## src/rtl/spi_pkg.sv

```systemverilog
// Shared types and helpers for the system-clocked SPI sample slave.
package spi_pkg;

    localparam int DEF_WORD_W   = 32;
    localparam int DEF_SAMPLE_W = 10;
    localparam int DEF_CH_W     = 4;

    typedef enum logic [1:0] {
        IDLE,
        SHIFT,
        DONE
    } state_t;

    // Channel id sits directly above the sample bits of a received word.
    function automatic int unsigned ch_field(input logic [63:0] word,
                                             input int          sample_w,
                                             input int          ch_w);
        logic [63:0] mask;
        mask = (64'd1 << ch_w) - 64'd1;
        return 32'((word >> sample_w) & mask);
    endfunction

endpackage

```

## src/rtl/spi_sample_slave_if.sv

```systemverilog
// SPI pin bundle between the ADC/MCU master and the sample slave.
interface spi_sample_slave_if;

    logic sck;
    logic sdo;
    logic cs_n;
    logic sdi;

    modport master (
        output sck,
        output sdo,
        output cs_n,
        input  sdi
    );

    modport slave (
        input  sck,
        input  sdo,
        input  cs_n,
        output sdi
    );

endinterface

```

## src/rtl/spi_sync_edge.sv

```systemverilog
// Multi-flop synchroniser for an asynchronous pin, with single-cycle
// rise/fall strobes taken against a one-cycle delayed copy of the level.
module spi_sync_edge #(
    parameter int SYNC_STAGES = 2,
    parameter bit RESET_VAL   = 1'b0
) (
    input  logic clk,
    input  logic reset,
    input  logic din,
    output logic level,
    output logic rise,
    output logic fall
);

    logic [SYNC_STAGES-1:0] chain_p0;
    logic                   level_p1;

    always_ff @(posedge clk or negedge reset) begin
        if (!reset) begin
            chain_p0 <= {SYNC_STAGES{RESET_VAL}};
            level_p1 <= RESET_VAL;
        end else begin
            chain_p0 <= {chain_p0[SYNC_STAGES-2:0], din};
            // edge-detect stage: previous synchronised level
            level_p1 <= chain_p0[SYNC_STAGES-1];
        end
    end

    assign level = chain_p0[SYNC_STAGES-1];
    assign rise  = level & ~level_p1;
    assign fall  = ~level & level_p1;

endmodule

```

## src/rtl/spi_sample_slave.sv

```systemverilog
// Mode-0 SPI slave oversampled on the system clock; latches the latest
// sample per channel for the FIR bank and streams tx_data back on sdi.
module spi_sample_slave
    import spi_pkg::*;
#(
    parameter int WORD_W      = DEF_WORD_W,
    parameter int SAMPLE_W    = DEF_SAMPLE_W,
    parameter int NUM_CH      = 4,
    parameter int CH_W        = DEF_CH_W,
    parameter int SYNC_STAGES = 2
) (
    input  logic                       clk,
    input  logic                       reset,
    spi_sample_slave_if.slave          spi,
    input  logic [WORD_W-1:0]          tx_data,
    output logic                       tx_taken,
    output logic [WORD_W-1:0]          rx_data,
    output logic                       rx_valid,
    output logic [NUM_CH*SAMPLE_W-1:0] samples,
    output logic [NUM_CH-1:0]          sample_valid,
    output logic                       frame_err,
    output logic                       bad_ch,
    output logic [7:0]                 err_cnt
);

    localparam int                CNT_W = $clog2(WORD_W + 1);
    localparam logic [CNT_W-1:0]  LAST  = CNT_W'(WORD_W - 1);

    logic sck_level_unused;
    logic sck_rise;
    logic sck_fall;
    logic cs_level;
    logic cs_rise;
    logic cs_fall;
    logic sdo_s;

    logic [SYNC_STAGES-1:0] sdo_chain;

    state_t state;
    state_t state_nxt;

    logic load_tx;
    logic shift_rx;
    logic shift_tx;
    logic finish;
    logic abort;
    logic go_idle;

    logic [WORD_W-1:0] tx_sr;
    logic [WORD_W-1:0] rx_sr;
    logic [CNT_W-1:0]  cnt;
    logic              sdi_en;

    logic [NUM_CH-1:0][SAMPLE_W-1:0] samples_q;

    int unsigned ch_id;
    logic        ch_ok;
    logic        err_event;

    spi_sync_edge #(
        .SYNC_STAGES (SYNC_STAGES),
        .RESET_VAL   (1'b0)
    ) u_sck_sync (
        .clk   (clk),
        .reset (reset),
        .din   (spi.sck),
        .level (sck_level_unused),
        .rise  (sck_rise),
        .fall  (sck_fall)
    );

    spi_sync_edge #(
        .SYNC_STAGES (SYNC_STAGES),
        .RESET_VAL   (1'b1)
    ) u_cs_sync (
        .clk   (clk),
        .reset (reset),
        .din   (spi.cs_n),
        .level (cs_level),
        .rise  (cs_rise),
        .fall  (cs_fall)
    );

    // sdo is delayed exactly like sck so it is sampled at the synchronised rise.
    always_ff @(posedge clk or negedge reset) begin
        if (!reset) begin
            sdo_chain <= '0;
        end else begin
            sdo_chain <= {sdo_chain[SYNC_STAGES-2:0], spi.sdo};
        end
    end

    assign sdo_s = sdo_chain[SYNC_STAGES-1];

    always_ff @(posedge clk or negedge reset) begin
        if (!reset) begin
            state <= IDLE;
        end else begin
            state <= state_nxt;
        end
    end

    always_comb begin
        state_nxt = state;
        unique case (state)
            IDLE: begin
                if (cs_fall) begin
                    state_nxt = SHIFT;
                end
            end
            SHIFT: begin
                if (cs_rise) begin
                    state_nxt = IDLE;
                end else if (sck_rise && (cnt == LAST)) begin
                    state_nxt = DONE;
                end
            end
            DONE: begin
                state_nxt = cs_level ? IDLE : SHIFT;
            end
            default: begin
                state_nxt = IDLE;
            end
        endcase
    end

    // The trailing sck fall of a word arrives after the DONE reload with the
    // counter back at 0; gating on cnt keeps it from eating the new MSB.
    always_comb begin
        load_tx  = 1'b0;
        shift_rx = 1'b0;
        shift_tx = 1'b0;
        finish   = 1'b0;
        abort    = 1'b0;
        go_idle  = 1'b0;
        unique case (state)
            IDLE: begin
                load_tx = cs_fall;
            end
            SHIFT: begin
                if (cs_rise) begin
                    abort   = (cnt != '0);
                    go_idle = 1'b1;
                end else begin
                    shift_rx = sck_rise;
                    shift_tx = sck_fall && (cnt != '0);
                end
            end
            DONE: begin
                finish  = 1'b1;
                load_tx = ~cs_level;
                go_idle = cs_level;
            end
            default: begin
                go_idle = 1'b1;
            end
        endcase
    end

    assign ch_id     = ch_field(64'(rx_sr), SAMPLE_W, CH_W);
    assign ch_ok     = (ch_id < 32'(NUM_CH));
    assign err_event = (finish && !ch_ok) || abort;

    always_ff @(posedge clk or negedge reset) begin
        if (!reset) begin
            tx_sr        <= '0;
            rx_sr        <= '0;
            cnt          <= '0;
            sdi_en       <= 1'b0;
            tx_taken     <= 1'b0;
            rx_data      <= '0;
            rx_valid     <= 1'b0;
            samples_q    <= '0;
            sample_valid <= '0;
            frame_err    <= 1'b0;
            bad_ch       <= 1'b0;
            err_cnt      <= '0;
        end else begin
            tx_taken     <= 1'b0;
            rx_valid     <= 1'b0;
            sample_valid <= '0;
            frame_err    <= 1'b0;
            bad_ch       <= 1'b0;

            if (load_tx) begin
                tx_sr    <= tx_data;
                tx_taken <= 1'b1;
                cnt      <= '0;
                sdi_en   <= 1'b1;
            end else if (shift_tx) begin
                tx_sr <= {tx_sr[WORD_W-2:0], 1'b0};
            end else if (go_idle) begin
                sdi_en <= 1'b0;
            end

            if (shift_rx) begin
                rx_sr <= {rx_sr[WORD_W-2:0], sdo_s};
                cnt   <= cnt + 1'b1;
            end

            if (finish) begin
                rx_data  <= rx_sr;
                rx_valid <= 1'b1;
                bad_ch   <= ~ch_ok;
                for (int k = 0; k < NUM_CH; k++) begin
                    if (ch_ok && (ch_id == unsigned'(k))) begin
                        samples_q[k]    <= rx_sr[SAMPLE_W-1:0];
                        sample_valid[k] <= 1'b1;
                    end
                end
            end

            if (abort) begin
                frame_err <= 1'b1;
            end

            if (err_event && (err_cnt != 8'hFF)) begin
                err_cnt <= err_cnt + 8'd1;
            end
        end
    end

    assign samples = samples_q;
    assign spi.sdi = sdi_en & tx_sr[WORD_W-1];

endmodule

```

## src/flat_wrapper.sv

```systemverilog
// flat-port wrapper written by rule: the top's interface ports become plain ports
module spi_sample_slave_flat import spi_pkg::*;
#(
    parameter int WORD_W      = DEF_WORD_W,
    parameter int SAMPLE_W    = DEF_SAMPLE_W,
    parameter int NUM_CH      = 4,
    parameter int CH_W        = DEF_CH_W,
    parameter int SYNC_STAGES = 2
)
  (clk, reset, tx_data, tx_taken, rx_data, rx_valid, samples, sample_valid, frame_err, bad_ch, err_cnt, spi_sck, spi_sdo, spi_cs_n, spi_sdi);
  spi_sample_slave_if spi_i ();
  input  logic clk;
  input  logic reset;
  input  logic [WORD_W-1:0] tx_data;
  output logic tx_taken;
  output logic [WORD_W-1:0] rx_data;
  output logic rx_valid;
  output logic [NUM_CH*SAMPLE_W-1:0] samples;
  output logic [NUM_CH-1:0] sample_valid;
  output logic frame_err;
  output logic bad_ch;
  output logic [7:0] err_cnt;
  input wire logic [$bits(spi_i.sck)-1:0] spi_sck;
  input wire logic [$bits(spi_i.sdo)-1:0] spi_sdo;
  input wire logic [$bits(spi_i.cs_n)-1:0] spi_cs_n;
  output wire logic [$bits(spi_i.sdi)-1:0] spi_sdi;
  assign spi_i.sck = spi_sck;
  assign spi_i.sdo = spi_sdo;
  assign spi_i.cs_n = spi_cs_n;
  assign spi_sdi = spi_i.sdi;
  spi_sample_slave #(.WORD_W(WORD_W), .SAMPLE_W(SAMPLE_W), .NUM_CH(NUM_CH), .CH_W(CH_W), .SYNC_STAGES(SYNC_STAGES)) u_core (.clk(clk), .reset(reset), .spi(spi_i), .tx_data(tx_data), .tx_taken(tx_taken), .rx_data(rx_data), .rx_valid(rx_valid), .samples(samples), .sample_valid(sample_valid), .frame_err(frame_err), .bad_ch(bad_ch), .err_cnt(err_cnt));
endmodule
```

## config.mk

```make
export PLATFORM = sky130hd
export DESIGN_NAME = spi_sample_slave_flat
export DESIGN_NICKNAME = d
export VERILOG_FILES = /design/src/rtl/spi_pkg.sv /design/src/rtl/spi_sample_slave_if.sv /design/src/rtl/spi_sync_edge.sv /design/src/rtl/spi_sample_slave.sv /design/src/flat_wrapper.sv
export SDC_FILE = /design/constraint.sdc
export NUM_CORES = 1
export LEC_CHECK = 0
export BUFFER_PORTS_ARGS = -buffer_cell sky130_fd_sc_hd__buf_2
export CAP_MARGIN = 10
export CORE_MARGIN = 3
export CORE_UTILIZATION = 55
export CTS_BUF_LIST = sky130_fd_sc_hd__clkbuf_4 sky130_fd_sc_hd__clkbuf_8 sky130_fd_sc_hd__clkbuf_16
export DETAILED_ROUTE_END_ITERATION = 7
export GPL_ROUTABILITY_DRIVEN = 0
export PLACE_DENSITY = 0.79
export SYNTH_ARGS = -nofsm -noshare
export SYNTH_HDL_FRONTEND = slang
export SYNTH_SLANG_ARGS = --single-unit
```

## constraint.sdc

```tcl
create_clock -name clk -period 2.7 [get_ports clk]
set_input_delay 0.54 -clock clk [delete_from_list [all_inputs] [get_ports clk]]
set_output_delay 0.54 -clock clk [all_outputs]
set_load 0.02 [all_outputs]
```

Yosys cells after proc, flatten, opt, wreduce, memory -nomap -nowiden
Cells that the tools add are included.
{"block": "totals", "word_cells": 97, "in_bits": 37, "output_inout_bits": 89, "regBits": 169}
{"block": "op_classes", "n_addsub": 2, "bitwise": 10, "eq_ne": 10, "n_reduce_logical": 22, "order_cmp": 1, "muxes": 31}
{"cell": "$mux 32", "count": 2}
{"cell": "$logic_not 32->1", "count": 1}
{"cell": "$mux 1", "count": 20}
{"cell": "$mux 6", "count": 2}
{"cell": "$reduce_and 2->1", "count": 6}
{"cell": "$add 8x1->8 const B", "count": 1}
{"cell": "$eq 4x2->1 const B", "count": 2}
{"cell": "$logic_and 1x1->1", "count": 8}
{"cell": "$ne 8x8->1 const B", "count": 1}
{"cell": "$add 6x1->6 const B", "count": 1}
{"cell": "$eq 6x5->1 const B", "count": 1}
{"cell": "$mux 2", "count": 3}
{"cell": "$pmux 2 s3", "count": 1}
{"cell": "$reduce_bool 2->1", "count": 3}
{"cell": "$reduce_bool 6->1", "count": 1}
{"cell": "$and 1x1->1", "count": 5}
{"cell": "$not 1->1", "count": 5}
{"cell": "$eq 4x1->1 const B", "count": 1}
{"cell": "$lt 4x3->1 const B", "count": 1}
{"cell": "$mux 4", "count": 1}
{"cell": "$ne 2x1->1 const B", "count": 2}
{"cell": "$ne 3x1->1 const B", "count": 1}
{"cell": "$pmux 1 s3", "count": 1}
{"cell": "$eq 2x1->1 const B", "count": 1}
{"cell": "5 further kinds", "count": 5}

Depth between registers and ports, before layout
Gate-level depths: netlist of run 1.
{"block": "logic_depth", "depth_word": 7, "mapped_depth": 7, "depth_no_buf": 6}

Cells and area by module
Synthesis of run 1 repeated with hierarchy kept, for this count alone.
{"block": "hier_totals", "cells_unflattened": 511, "hier_area_um2": 6705.2}
{"mod": "spi_sample_slave", "area_per_inst_um2": 6521.3, "seq_area_each_um2": 4078.9, "cells_each": 501, "n_inst": 1}
{"mod": "spi_sync_edge (u_core.u_cs_sync)", "area_per_inst_um2": 93.8, "seq_area_each_um2": 78.8, "cells_each": 5, "n_inst": 1}
{"mod": "spi_sync_edge (u_core.u_sck_sync)", "area_per_inst_um2": 90.1, "seq_area_each_um2": 75.1, "cells_each": 5, "n_inst": 1}

Least setup slack after synthesis of run 1
No wires, ideal clock.
{"block": "synth_timing", "path_type": "reg-to-reg", "startpoint": "reg u_core.cnt[0]", "endpoint": "reg u_core.tx_sr[10]", "path_slack_ns": 0.823, "period_less_slack_ns": 1.877, "required_time_ns": 2.574, "stages_incl_launch_ff": 8, "arrival_time_ns": 1.751, "setup_ns": 0.126, "path_buffers": 1, "path_cell_list": "dfrtp_1 -> inv_1 -> ha_1 -> nor4b_2 -> and2_4 -> o41a_1 -> buf_6 -> a221o_1"}
{"block": "synth_between", "elab_chain_len": 5}
{"item": "start: declaration", "line": "spi_sample_slave.sv:51", "rtl": "logic [CNT_W-1:0] cnt;"}
{"item": "start signal: assignment", "line": "spi_sample_slave.sv:198", "rtl": "cnt <= cnt + 1'b1;"}
{"item": "$reduce_bool 6->1", "line": "spi_sample_slave.sv:146", "rtl": "shift_tx = sck_fall && (cnt != '0);"}
{"item": "$logic_and 1x1->1", "line": "spi_sample_slave.sv:146"}
{"item": "$mux 1", "line": "spi_sample_slave.sv:141", "rtl": "if (cs_rise) begin"}
{"item": "$mux 1", "line": "spi_sample_slave.sv:136", "rtl": "unique case (state)"}
{"item": "$reduce_bool 2->1 (no source line)"}
{"item": "end signal: assignment", "line": "spi_sample_slave.sv:186", "rtl": "tx_sr <= tx_data;"}
{"item": "end signal: assignment", "line": "spi_sample_slave.sv:191", "rtl": "tx_sr <= {tx_sr[WORD_W-2:0], 1'b0};"}
{"item": "end: declaration", "line": "spi_sample_slave.sv:49", "rtl": "logic [WORD_W-1:0] tx_sr;"}
No other way between the ends.
A chain may end at the register's enable or synchronous reset.

Final worst setup path of run 1
{"block": "layout_timing", "startpoint": "reg u_core.cnt[0]", "endpoint": "reg u_core.tx_sr[27]"}
Same word-level chain as after synthesis.

==> results of run 1 <==
## synth_stat cells (2+ instances only)
| cell | instances | area share |
|---|---|---|
| sky130_fd_sc_hd__mux2_1 | 30 | 0.050 |
| sky130_fd_sc_hd__nor2_1 | 3 | 0.0017 |
| sky130_fd_sc_hd__buf_2 | 13 | 0.0097 |
| sky130_fd_sc_hd__clkbuf_1 | 8 | 0.0045 |
| sky130_fd_sc_hd__mux2i_1 | 3 | 0.0045 |
| sky130_fd_sc_hd__o21ai_1 | 2 | 0.0015 |
| sky130_fd_sc_hd__inv_1 | 10 | 0.0056 |
| sky130_fd_sc_hd__and3_1 | 2 | 0.0019 |
| sky130_fd_sc_hd__nand2b_1 | 4 | 0.0037 |
| sky130_fd_sc_hd__dfrtp_1 | 166 | 0.62 |
| sky130_fd_sc_hd__mux2_2 | 46 | 0.077 |
| sky130_fd_sc_hd__buf_1 | 2 | 0.0011 |
| sky130_fd_sc_hd__dfstp_2 | 3 | 0.012 |
| sky130_fd_sc_hd__a211oi_1 | 4 | 0.0045 |
| sky130_fd_sc_hd__nand2_1 | 107 | 0.060 |
| sky130_fd_sc_hd__nand3_1 | 5 | 0.0037 |
| sky130_fd_sc_hd__ha_1 | 3 | 0.0056 |
| sky130_fd_sc_hd__o21ai_0 | 5 | 0.0037 |
| sky130_fd_sc_hd__inv_2 | 2 | 0.0011 |
| sky130_fd_sc_hd__xor2_1 | 7 | 0.0092 |
| sky130_fd_sc_hd__and2_1 | 32 | 0.030 |
| sky130_fd_sc_hd__a221o_1 | 31 | 0.046 |
| sky130_fd_sc_hd__nand3b_1 | 2 | 0.0022 |
| sky130_fd_sc_hd__buf_6 | 3 | 0.0050 |
| sky130_fd_sc_hd__a21oi_1 | 4 | 0.0030 |
| sky130_fd_sc_hd__and4_1 | 3 | 0.0039 |
## cells in the final DEF, fill, tap and decap left out, types with 2 or more instances in the layout
cell                         Yosys  layout
sky130_fd_sc_hd__o21ai_0         5       5
sky130_fd_sc_hd__buf_2          13     124
sky130_fd_sc_hd__buf_4           1      10
sky130_fd_sc_hd__clkbuf_16       0      17
sky130_fd_sc_hd__nor2_1          3       3
sky130_fd_sc_hd__o21ai_1         2       2
sky130_fd_sc_hd__ha_1            3       3
sky130_fd_sc_hd__and4_1          3       2
sky130_fd_sc_hd__mux2i_1         3       3
sky130_fd_sc_hd__a221o_1        31      31
sky130_fd_sc_hd__a211oi_1        4       4
sky130_fd_sc_hd__clkinvlp_4      0       2
sky130_fd_sc_hd__dfrtp_1       166     166
sky130_fd_sc_hd__dfstp_2         3       3
sky130_fd_sc_hd__xor2_1          7       7
sky130_fd_sc_hd__and3_1          2       2
sky130_fd_sc_hd__clkinv_2        0       3
sky130_fd_sc_hd__mux2_2         46      46
sky130_fd_sc_hd__and2_1         32      32
sky130_fd_sc_hd__clkbuf_4        0       4
sky130_fd_sc_hd__inv_2           2       2
sky130_fd_sc_hd__nand2_1       107     107
sky130_fd_sc_hd__nand3b_1        2       2
sky130_fd_sc_hd__inv_1          10      10
sky130_fd_sc_hd__clkbuf_8        0       4
sky130_fd_sc_hd__nand2b_1        4       4
sky130_fd_sc_hd__nand3_1         5       5
sky130_fd_sc_hd__mux2_1         30      30
sky130_fd_sc_hd__bufinv_16       0       2
sky130_fd_sc_hd__a21oi_1         4       4
## area by class of cell
cell class / instances / area, µm²
Sequential cell: 169 / 4230
Fill cell: 843 / 3600
Multi-Input combinational cell: 309 / 2280
Timing Repair Buffer: 136 / 727
Clock buffer: 25 / 510
Tap cell: 143 / 179
Clock inverter: 7 / 90.1
Inverter: 12 / 45.0
## logic make-up after synthesis
| group | share of synthesized area |
|---|---|
| flip-flops | 0.632 |
| AND/OR/NAND/NOR | 0.120 |
| multiplexers | 0.132 |
| AO/OA/AOI/OAI | 0.0722 |
| buffers and inverters | 0.0282 |
| XOR/XNOR | 0.00916 |
| adder cells (fa/ha/maj) | 0.00561 |
## routing by layer
| metal | up-vias | wire length [µm] |
|---|---|---|
| met5 | - | 0 |
| met4 | 0 | 221 |
| met3 | 18 | 694 |
| met2 | 109 | 6690 |
| met1 | 2241 | 6110 |
| li1 | 2039 | - |
## worst min path at each step
| stage | start | endpoint | slack, ps | depth (start not counted) |
|---|---|---|---|---|
| floorplan | reset | u_core.bad_ch | 240 | 0 |
| global placement | u_core.u_sck_sync.chain_p0[0] | u_core.u_sck_sync.chain_p0[1] | 340 | 0 |
| detailed placement | u_core.u_sck_sync.chain_p0[0] | u_core.u_sck_sync.chain_p0[1] | 340 | 0 |
| CTS | reset | u_core.sample_valid[0] | 70 | 1 |
| global route | reset | u_core.samples[5] | 80 | 1 |
| finish | reset | u_core.sample_valid[0] | 60 | 1 |
## registers in the layout, summed over array words and instances (netlist names)
signal                      count
u_core.samples                 40
u_core.rx_data                 32
u_core.rx_sr                   32
u_core.tx_sr                   32
u_core.err_cnt                  8
u_core.cnt                      6
u_core.sample_valid             4
u_core.sdo_chain                2
u_core.state                    2
u_core.u_cs_sync.chain_p0       2
u_core.u_sck_sync.chain_p0      2
u_core.bad_ch                   1
u_core.frame_err                1
u_core.rx_valid                 1
u_core.sdi_en                   1
u_core.tx_taken                 1
u_core.u_cs_sync.level_p1       1
u_core.u_sck_sync.level_p1      1
## power by group
part           switching, mW  internal (mW)
Sequential             0.248           2.80
Combinational          0.283          0.307
Clock                  0.922           1.50
Total                   1.45           4.60
## metrics by stage
stage | hold WS [ps] | utilization | cell area (µm²)
after floorplan | 244 | - | 6690
after global placement | 338 | 0.640 | 7460
after detailed placement | 341 | 0.640 | 7460
after CTS | 70.9 | 0.692 | 8070
after global routing | 82.9 | 0.692 | 8070
final | 60.4 | 0.692 | 8070
==> summary.log, run 1 <==
[detailed_routing] detailed-route vias per instance 5.50
[pwr] areal power density over the cells 751 nW/µm²
[synth] yosys warns 0
[critical_path] capturing instance or port of the critical path u_core.tx_sr[27]
[die] count of standard-cell rows 39
[sta] RSZ-0062 raised after global routing false
[sta] worst setup margin 302 ps
[detailed_routing] Antenna Nets Post-Route 0
[synth] fraction of synthesis flops using an asynchronous set or reset pin 1.00
[placed_design] Buffers on Ports 125
[global_routing] number of global-route vias before repair 4,513
[final_layout] total number of nets in the final design 685
[synth] flip-flop and latch count after synthesis 169
[synth] cell area after synthesis 6690 µm²
[sta] count of final setup violators 0
[detailed_routing] vias after detailed routing 4,407
[final_layout] non-filler instance count after layout 801
[sta] Worst-Margin Slew 1170 ps
[clock_network] post-CTS clock slew at the launch and capture registers of the worst setup and hold paths 60 ps
[clock_network] number of CTS-inserted buffers 17
[min_path] Hold/Removal Path Class in -> async
[sta] number of max-slew violations in the final report 0
[sta] Period Utilization, post-route 0.888
[global_routing] wire length of the first global-routing pass 22,100 µm
[clock_network] Post CTS Setup Buffer Count 0
[synth] sequential element share of the synthesized area 0.632
[sta] final critical delay including setup and external delays 2400 ps
[clock_network] clock tree from TritonCTS built
[die] die width 116 µm
[pwr] peak ir drop on the vdd network 0.460 mV
[detailed_routing] DR DRC count 0
[sta] Worst Clk Skew 5.77 ps
[critical_path] Crit path max-delay family compound AO/OA/AOI/OAI gates
[clock_network] number of buffers inserted by hold repair at cts 0
[detailed_routing] iteration count of the initial detailed-routing pass 4
[detailed_routing] average wire per cell in the routed design 17.1 µm
[detailed_routing] number of DRC markers after the initial detailed-route iteration 293
[global_routing] pin count of the biggest net entering global routing 55
[sta] Max Clk Rate 0.417 GHz
[global_routing] Tot GR Track Use 0.214
[critical_path] worst endpoint data arrival time 2750 ps
[placed_design] number of cells in the design after placement 769
[synth] syn avg cell area 12.9 µm²
[clock_network] maximum buffer depth of the clock tree 2
[clock_network] clock latency on the worst-skew pair 420 ps
[final_layout] area added between synthesis and finish 20.5%
[critical_path] maximum net fanout on the critical path 31
[synth] primary flip-flop cell chosen by synthesis mapping sky130_fd_sc_hd__dfrtp_1
[sta] Setup TNS 0 ps
[detailed_routing] wire length after detailed routing 13,700 µm
[die] top-level port count 126
[pwr] leakage power figure 4.47 nW
[die] die area 13,500 µm²
[critical_path] crit path launch u_core.cnt[0]
[synth] number of flops mapped to enable cells by yosys 0
[placed_design] DPL Wire Length 9150 µm
[global_routing] antenna violations before repair 0
[global_routing] leftover overflow at the end of global routing 0
[critical_path] biggest cell delay along the critical path 920 ps
[sta] Relative slew margins 0.220
[critical_path] launch point of the worst reg-to-reg path u_core.cnt[0]
[placed_design] worst-case setup slack after placement 335 ps
[pwr] power after layout 6.06 mW
[critical_path] FF-to-FF path depth 6
[critical_path] Stages on worst setup path 6
[clock_network] htree depth 4
[critical_path] Reg2Reg Capture Point u_core.tx_sr[27]
[critical_path] Req. time, crit path 3050 ps
[critical_path] Slowest-stage cell, CP sky130_fd_sc_hd__o41a_1
[critical_path] critical path class reg -> reg
[die] core area 11,700 µm²
[critical_path] sequence of cells on the critical path inv_1, ha_1, nor4b_2, and2_4, o41a_1, a221o_1
[run] number of maximum-capacitance violations 0
[global_routing] Global Route met1 Usage 0.281
[sta] Final Hold Viols 0
[die] Chip Height 116 µm
[clock_network] Clock Sink Count 169
[global_routing] met2 track utilization from global routing 0.339
[clock_network] Root Buffer Master sky130_fd_sc_hd__clkbuf_16
[die] initial core utilization 0.574
[clock_network] quantity of gates resized following cts 0
[global_routing] GRT Max-Usage Layer met2
[final_layout] share of post-route cells with drive strength above 1 0.348
[critical_path] Buf/Inv on CP 1
[synth] synth unique cells 43
[critical_path] register-to-register path setup slack 300 ps
[synth] cell count after synthesis 517
[synth] total nets after synthesis 557
[final_layout] antenna diode count 0
[critical_path] capturing element type of the critical path flop
[global_routing] met3 track demand over resource 0.0596
[critical_path] Setup crit start kind flop
[status] outcome finished clean
No activity file was read; power rests on OpenSTA's default activity.
==> run 2, diff against run 1 <==
--- a/config.mk
+++ b/config.mk
@@ -7,12 +7,14 @@
 export LEC_CHECK = 0
 export BUFFER_PORTS_ARGS = -buffer_cell sky130_fd_sc_hd__buf_2
 export CAP_MARGIN = 10
+export CELL_PAD_IN_SITES_DETAIL_PLACEMENT = 0
+export CELL_PAD_IN_SITES_GLOBAL_PLACEMENT = 2
 export CORE_MARGIN = 3
-export CORE_UTILIZATION = 55
+export CORE_UTILIZATION = 37
 export CTS_BUF_LIST = sky130_fd_sc_hd__clkbuf_4 sky130_fd_sc_hd__clkbuf_8 sky130_fd_sc_hd__clkbuf_16
 export DETAILED_ROUTE_END_ITERATION = 7
 export GPL_ROUTABILITY_DRIVEN = 0
-export PLACE_DENSITY = 0.79
+export PLACE_DENSITY_LB_ADDON = 0.1
 export SYNTH_ARGS = -nofsm -noshare
 export SYNTH_HDL_FRONTEND = slang
 export SYNTH_SLANG_ARGS = --single-unit
==> summary.log, run 2 (same netlist as run 1, synthesis figures left out) <==
[detailed_routing] Antenna Nets Post-Route 0 [unchanged]
[pwr] design internal power 4.59 mW [-0.35%]
[pwr] portion of total power attributed to sequential cells 0.494 [-0.009]
[clock_network] clock latency on the worst-skew pair 420 ps [about the same]
[critical_path] Req. time, crit path 3000 ps [-50 ps]
[detailed_routing] average wire per cell in the routed design 16.2 µm [-5.4%]
[pwr] peak ir drop on the vdd network 0.474 mV [+3.1%]
[final_layout] share of post-route cells with drive strength above 1 0.351 [+0.00251]
[pwr] clock share of power 0.409 [+0.010]
[sta] Max Clk Rate 0.440 GHz [+5.4%]
[global_routing] antenna violations before repair 0 [unchanged]
[clock_network] htree depth 4 [unchanged]
[sta] final critical delay including setup and external delays 2270 ps [-124 ps]
[final_layout] area occupied by multi-input gates 2280 µm² [+0.11%]
[global_routing] pin count of the biggest net entering global routing 66 [+20%]
[sta] Relative slew margins 0.527 [+0.308]
[pwr] areal power density over the cells 749 nW/µm² [-0.33%]
[global_routing] wire length of the first global-routing pass 24,000 µm [+8.5%]
[clock_network] clock tree from TritonCTS built
[final_layout] area added between synthesis and finish 22.7%
[detailed_routing] wire length after detailed routing 14,300 µm [+4.4%]
[detailed_routing] iteration count of the initial detailed-routing pass 4 [unchanged]
[final_layout] leading cell types in the layout, fill and taps excluded sky130_fd_sc_hd__dfrtp_1 (166), sky130_fd_sc_hd__buf_2 (124), sky130_fd_sc_hd__nand2_1 (107)
[pwr] leakage power figure 4.48 nW [+0.31%]
[run] number of maximum-capacitance violations 0 [unchanged]
[clock_network] number of CTS-inserted buffers 17 [unchanged]
[sta] Worst Clk Skew 8.39 ps [+2.61 ps]
[detailed_routing] DR DRC count 0 [unchanged]
[sta] RSZ-0062 raised after global routing false
[final_layout] total number of nets in the final design 686 [+0.15%]
[clock_network] number of buffers inserted by hold repair at cts 0 [unchanged]
[global_routing] Tot GR Track Use 0.151 [-0.0624]
[detailed_routing] vias after detailed routing 4,325 [-1.9%]
[final_layout] post-route design area 8210 µm² [+1.8%]
[die] top-level port count 126 [unchanged]
[global_routing] leftover overflow at the end of global routing 0 [unchanged]
[critical_path] Slowest-stage cell, CP sky130_fd_sc_hd__o41a_1
[pwr] combinational share of power 0.097 [about the same]
[detailed_routing] number of DRC markers after the initial detailed-route iteration 190 [-35%]
[die] die width 140 µm [+21%]
[sta] Final Hold Viols 0 [unchanged]
[critical_path] maximum net fanout on the critical path 16 [-48%]
[critical_path] worst endpoint data arrival time 2580 ps [-170 ps]
[critical_path] critical path class reg -> reg
[die] core area 17,500 µm² [+50%]
[clock_network] Clock Sink Count 169 [unchanged]
[clock_network] quantity of gates resized following cts 0 [unchanged]
[clock_network] Root Buffer Master sky130_fd_sc_hd__clkbuf_16
[final_layout] antenna diode count 0 [unchanged]
[clock_network] maximum buffer depth of the clock tree 2 [unchanged]
[placed_design] DPL Wire Length 9370 µm [+2.4%]
[sta] Worst-Margin Slew 707 ps [-464 ps]
[die] count of standard-cell rows 48 [+23%]
[detailed_routing] detailed-route vias per instance 4.89 [-11%]
[final_layout] leading cell type in the layout, fill and taps excluded sky130_fd_sc_hd__dfrtp_1
[sta] Setup TNS 0 ps [unchanged]
[global_routing] number of global-route vias before repair 4,571 [+1.3%]
[sta] count of final setup violators 0 [unchanged]
[critical_path] Setup crit start kind flop
[critical_path] biggest cell delay along the critical path 620 ps [-300 ps]
[die] die area 19,700 µm² [+46%]
[pwr] Switching Share 0.253 [+0.0135]
[critical_path] sequence of cells on the critical path inv_1, ha_1, nor4b_2, and2_4, o41a_1, buf_8, a221o_1
[sta] Period Utilization, post-route 0.842 [-0.0458]
[sta] number of max-slew violations in the final report 0 [unchanged]
[critical_path] capturing element type of the critical path flop
[final_layout] max reg flops 40 [unchanged]
[clock_network] post-CTS clock slew at the launch and capture registers of the worst setup and hold paths 70 ps [about the same]
[clock_network] Post CTS Setup Buffer Count 0 [unchanged]
[pwr] power after layout 6.15 mW [+1.4%]
[final_layout] Reg area 4230 µm² [unchanged]
[placed_design] placed instance area 7580 µm² [+1.6%]
[min_path] Hold/Removal Path Class in -> async
[die] initial core utilization 0.383 [-0.191]
[placed_design] Buffers on Ports 125 [unchanged]
[status] outcome finished clean
[die] Chip Height 140 µm [+21%]
[final_layout] fillers 1,618 [+92%]
[pwr] Switch Pwr 1.56 mW [+7.2%]
==> run 2: cell count changes in the layout (fill, tap and decap cells not counted), moves of 3 or more <==
cell	delta
sky130_fd_sc_hd__clkbuf_4	-4
sky130_fd_sc_hd__clkbuf_8	-4
sky130_fd_sc_hd__clkinv_4	+3
sky130_fd_sc_hd__inv_6	+6
==> run 2: per-layer routing <==
layer	track usage	vias up	wire, µm
li1	-	2047	-
met1	0.209	2136	6760
met2	0.233	121	6490
met3	0.0386	21	813
met4	0.0541	0	244
met5	0	-	0
==> run 2: path summary, 6_finish.rpt <==
kind                                                     from                            end  slack (ps)  cells past startpoint
max in group asynchronous                               reset      u_core.u_cs_sync.level_p1        1740                      2
worst min register to register  u_core.u_sck_sync.chain_p0[0]  u_core.u_sck_sync.chain_p0[1]         350                      0
worst min-delay path                                    reset         u_core.sample_valid[3]          40                      1
worst max register to register                  u_core.cnt[0]               u_core.tx_sr[18]         430                      7
worst max-delay path                            u_core.cnt[0]               u_core.tx_sr[18]         430                      7
min in group clk                                     spi_cs_n   u_core.u_cs_sync.chain_p0[0]         210                      1
==> run 2: area by class of cell <==
class,count,area share
Tap cell,225,0.0343
Sequential cell,169,0.516
Inverter,12,0.00549
Timing Repair Buffer,137,0.0919
Multi-Input combinational cell,309,0.278
Clock buffer,17,0.0518
Clock inverter,15,0.0227
==> run 2: metrics by stage <==
step	setup slack, ps	util	hold slack (ps)	std cells
2_1_floorplan	823	-	244	517
3_3_place_gp	363	0.434	333	851
3_5_place_dp	299	0.434	335	851
4_1_cts	287	0.469	50.7	883
5_1_grt	293	0.470	69.5	884
6_report	426	0.470	43.0	884
==> run 2: critical path, delay by kind of cell (launching register included) <==
kind,cells,cell delay [ps]
compound gates,2,920
simple gates,2,330
fa+ha+maj,1,190
flops,1,380
buf+inv,2,340
==> run 2: power by group through the flow <==
stage | Sequential, mW | Clock (mW) | Combinational [mW]
2_1_floorplan | 3.02 | 0 | 0.404
3_3_place_gp | 3.08 | 0 | 0.579
3_5_place_dp | 3.07 | 0 | 0.606
4_1_cts | 3.03 | 2.59 | 0.603
5_1_grt | 3.08 | 2.69 | 0.671
6_report | 3.04 | 2.51 | 0.594
==> run 3, diff against run 2 <==
--- a/config.mk
+++ b/config.mk
@@ -10,7 +10,7 @@
 export CELL_PAD_IN_SITES_DETAIL_PLACEMENT = 0
 export CELL_PAD_IN_SITES_GLOBAL_PLACEMENT = 2
 export CORE_MARGIN = 3
-export CORE_UTILIZATION = 37
+export CORE_UTILIZATION = 33
 export CTS_BUF_LIST = sky130_fd_sc_hd__clkbuf_4 sky130_fd_sc_hd__clkbuf_8 sky130_fd_sc_hd__clkbuf_16
 export DETAILED_ROUTE_END_ITERATION = 7
 export GPL_ROUTABILITY_DRIVEN = 0
==> constraint.sdc (replaced) <==
create_clock -name clk -period 1.9 [get_ports clk]
set_input_delay 0.38 -clock clk [delete_from_list [all_inputs] [get_ports clk]]
set_output_delay 0.38 -clock clk [all_outputs]
set_load 0.02 [all_outputs]
==> summary.log, run 3 (same netlist as run 1, synthesis figures left out) <==
[final_layout] antenna diode count 0 [unchanged]
[critical_path] biggest cell delay along the critical path 440 ps [-180 ps]
[die] die width 148 µm [+5.6%]
[die] count of standard-cell rows 51 [+6.3%]
[pwr] peak ir drop on the vdd network 0.614 mV [+30%]
[critical_path] Slowest-stage cell, CP sky130_fd_sc_hd__o41a_4
[clock_network] clock tree from TritonCTS built
[critical_path] critical path class reg -> reg
[sta] worst hold slack 60.7 ps [+17.7 ps]
[run] number of maximum-capacitance violations 0 [unchanged]
[pwr] design internal power 6.44 mW [+40%]
[sta] Period Utilization, post-route 0.993 [+0.151]
[detailed_routing] top routing layer in use met5
[detailed_routing] detailed-route vias per instance 4.67 [-4.6%]
[die] core area 19,700 µm² [+13%]
[die] top-level port count 126 [unchanged]
[sta] RSZ-0062 raised after global routing true
[final_layout] fillers 1,873 [+16%]
[clock_network] htree depth 4 [unchanged]
[clock_network] number of CTS-inserted buffers 17 [unchanged]
[critical_path] capturing instance or port of the critical path u_core.tx_sr[10]
[critical_path] Setup crit start kind flop
[clock_network] clock latency on the worst-skew pair 410 ps [about the same]
[critical_path] Reg2Reg Capture Point u_core.tx_sr[10]
[final_layout] total number of nets in the final design 709 [+3.4%]
[critical_path] FF-to-FF path depth 7 [unchanged]
[final_layout] leading cell type in the layout, fill and taps excluded sky130_fd_sc_hd__dfrtp_1
[critical_path] sequence of cells on the critical path inv_2, ha_4, nor4b_4, and2_4, o41a_4, buf_12, a221o_1
[final_layout] max reg flops 40 [unchanged]
[pwr] portion of total power attributed to sequential cells 0.488 [-0.006]
[critical_path] maximum net fanout on the critical path 8 [-8]
[detailed_routing] DR DRC count 0 [unchanged]
[detailed_routing] Antenna Nets Post-Route 0 [unchanged]
[critical_path] Req. time, crit path 2190 ps [-810 ps]
[sta] worst setup margin 12.5 ps [-413 ps]
[pwr] leakage power figure 4.65 nW [+3.8%]
[global_routing] wire length of the first global-routing pass 25,500 µm [+6.1%]
[sta] Final Hold Viols 0 [unchanged]
[detailed_routing] iteration count of the initial detailed-routing pass 4 [unchanged]
[pwr] areal power density over the cells 1030 nW/µm² [+37%]
[placed_design] Buffers on Ports 125 [unchanged]
[sta] count of final setup violators 0 [unchanged]
[placed_design] DPL Wire Length 10,100 µm [+7.3%]
[detailed_routing] average wire per cell in the routed design 15.8 µm [-2.5%]
[die] Chip Height 148 µm [+5.6%]
[min_path] Hold/Removal Path Class in -> reg
[sta] Max Clk Rate 0.530 GHz [+20%]
[pwr] clock share of power 0.395 [-0.014]
[status] outcome finished clean
[global_routing] Tot GR Track Use 0.145 [-0.00671]
[sta] final critical delay including setup and external delays 1890 ps [-387 ps]
[clock_network] Clock Sink Count 169 [unchanged]
[global_routing] leftover overflow at the end of global routing 0 [unchanged]
[final_layout] share of post-route cells with drive strength above 1 0.380 [+0.0292]
[detailed_routing] met1 routed wirelength after detailed routing 7230 µm [+7.0%]
[detailed_routing] number of DRC markers after the initial detailed-route iteration 200 [+5.3%]
[pwr] Switching Share 0.268 [+0.0141]
[sta] Setup TNS 0 ps [unchanged]
[pwr] combinational share of power 0.117 [+0.020]
[pwr] Switch Pwr 2.35 mW [+51%]
[detailed_routing] vias after detailed routing 4,420 [+2.2%]
[critical_path] capturing element type of the critical path flop
[final_layout] Reg area 4230 µm² [unchanged]
[final_layout] area occupied by multi-input gates 2330 µm² [+2.1%]
[clock_network] Root Buffer Master sky130_fd_sc_hd__clkbuf_16
[final_layout] leading cell types in the layout, fill and taps excluded sky130_fd_sc_hd__dfrtp_1 (166), sky130_fd_sc_hd__buf_2 (124), sky130_fd_sc_hd__nand2_1 (106)
[detailed_routing] wire length after detailed routing 14,900 µm [+4.4%]
[detailed_routing] met2 wire length 6990 µm [+7.6%]
[die] die area 22,000 µm² [+12%]
[critical_path] launch point of the worst reg-to-reg path u_core.cnt[0]
[critical_path] register-to-register path setup slack 10 ps [-410 ps]
[sta] Relative slew margins 0.636 [+0.108]
[clock_network] post-CTS clock slew at the launch and capture registers of the worst setup and hold paths 70 ps [about the same]
[die] initial core utilization 0.339 [-0.0435]
[clock_network] maximum buffer depth of the clock tree 2 [unchanged]
[sta] number of max-slew violations in the final report 0 [unchanged]
[global_routing] number of global-route vias before repair 4,654 [+1.8%]
[sta] Worst Clk Skew 8.41 ps [+0.0258 ps]
[global_routing] antenna violations before repair 1 [+1]
[critical_path] worst endpoint data arrival time 2180 ps [-400 ps]
[global_routing] pin count of the biggest net entering global routing 47 [-29%]
[detailed_routing] Met3 Wirelength 596 µm [-27%]
[placed_design] worst-case setup slack after placement -34.6 ps [-334 ps]
[final_layout] area added between synthesis and finish 28.0%
[sta] Worst-Margin Slew 546 ps [-160 ps]
[critical_path] crit path launch u_core.cnt[0]
-- run 3: cell types whose count changed in the layout (fill, tap and decap cells not counted), moves of 2 or more --
cell	change
sky130_fd_sc_hd__buf_4	+16
sky130_fd_sc_hd__inv_8	+6
sky130_fd_sc_hd__buf_12	+4
sky130_fd_sc_hd__buf_16	+2
sky130_fd_sc_hd__bufinv_16	-2
sky130_fd_sc_hd__inv_1	-2
sky130_fd_sc_hd__inv_2	+2
sky130_fd_sc_hd__inv_6	-2
-- run 3: worst min-delay path by stage --
stage	start	endpoint	slack, ps	depth (start not counted)
floorplan	reset	u_core.bad_ch	80	0
global placement	reset	u_core.sample_valid[3]	320	1
detailed placement	reset	u_core.sample_valid[3]	320	1
CTS	spi_cs_n	u_core.u_cs_sync.chain_p0[0]	40	1
global route	spi_cs_n	u_core.u_cs_sync.chain_p0[0]	40	1
finish	spi_cs_n	u_core.u_cs_sync.chain_p0[0]	60	1
-- run 3: metal layers --
layer,track usage,up-vias
met2,0.227,90
met5,0,-
met1,0.204,2224
li1,-,2094
met4,0.0374,2
met3,0.0341,10
-- run 3: per-stage QoR --
| stage | power (mW) | cells | instance area, µm² | util |
|---|---|---|---|---|
| final | 8.80 | 947 | 8570 | 0.434 |
| after global placement | 5.27 | 908 | 7810 | 0.396 |
| after detailed placement | 5.31 | 908 | 7810 | 0.396 |
| after floorplan | 4.87 | 517 | 6690 | - |
| after CTS | 8.90 | 944 | 8510 | 0.431 |
| after global routing | 9.28 | 947 | 8570 | 0.434 |
-- run 3: area by class of cell --
class	count	share of cell area
clock buffers	17	0.0497
clock inverters	15	0.0200
inverters	12	0.00526
multi-input cells	309	0.272
flip-flops and latches	169	0.494
well taps	265	0.0387
repair buffers	160	0.120
-- run 3: what timing repair did --
action | 4_1_cts | 5_1_grt
hold buffers | 1 | 0
resized for setup | 8 | 4
hold endpoints to repair | 30 | 0
buffers inserted | 1 | 2
setup endpoints to repair | 31 | 34
pin swaps | 3 | 5
cloned | 2 | 1
-- run 3: power by group through the flow --
stage / registers [mW] / clock network [mW] / logic (mW)
final: 4.29 / 3.47 / 1.03
after global routing: 4.36 / 3.77 / 1.15
after CTS: 4.30 / 3.58 / 1.02
after detailed placement: 4.35 / 0 / 0.952
after global placement: 4.36 / 0 / 0.913
after floorplan: 4.29 / 0 / 0.574
-- run 3: critical path, delay by kind of cell, from the launching register on --
kind,cells,cell delay [ps]
fa+ha+maj,1,150
simple gates,2,260
flops,1,360
buf+inv,2,230
compound gates,2,760
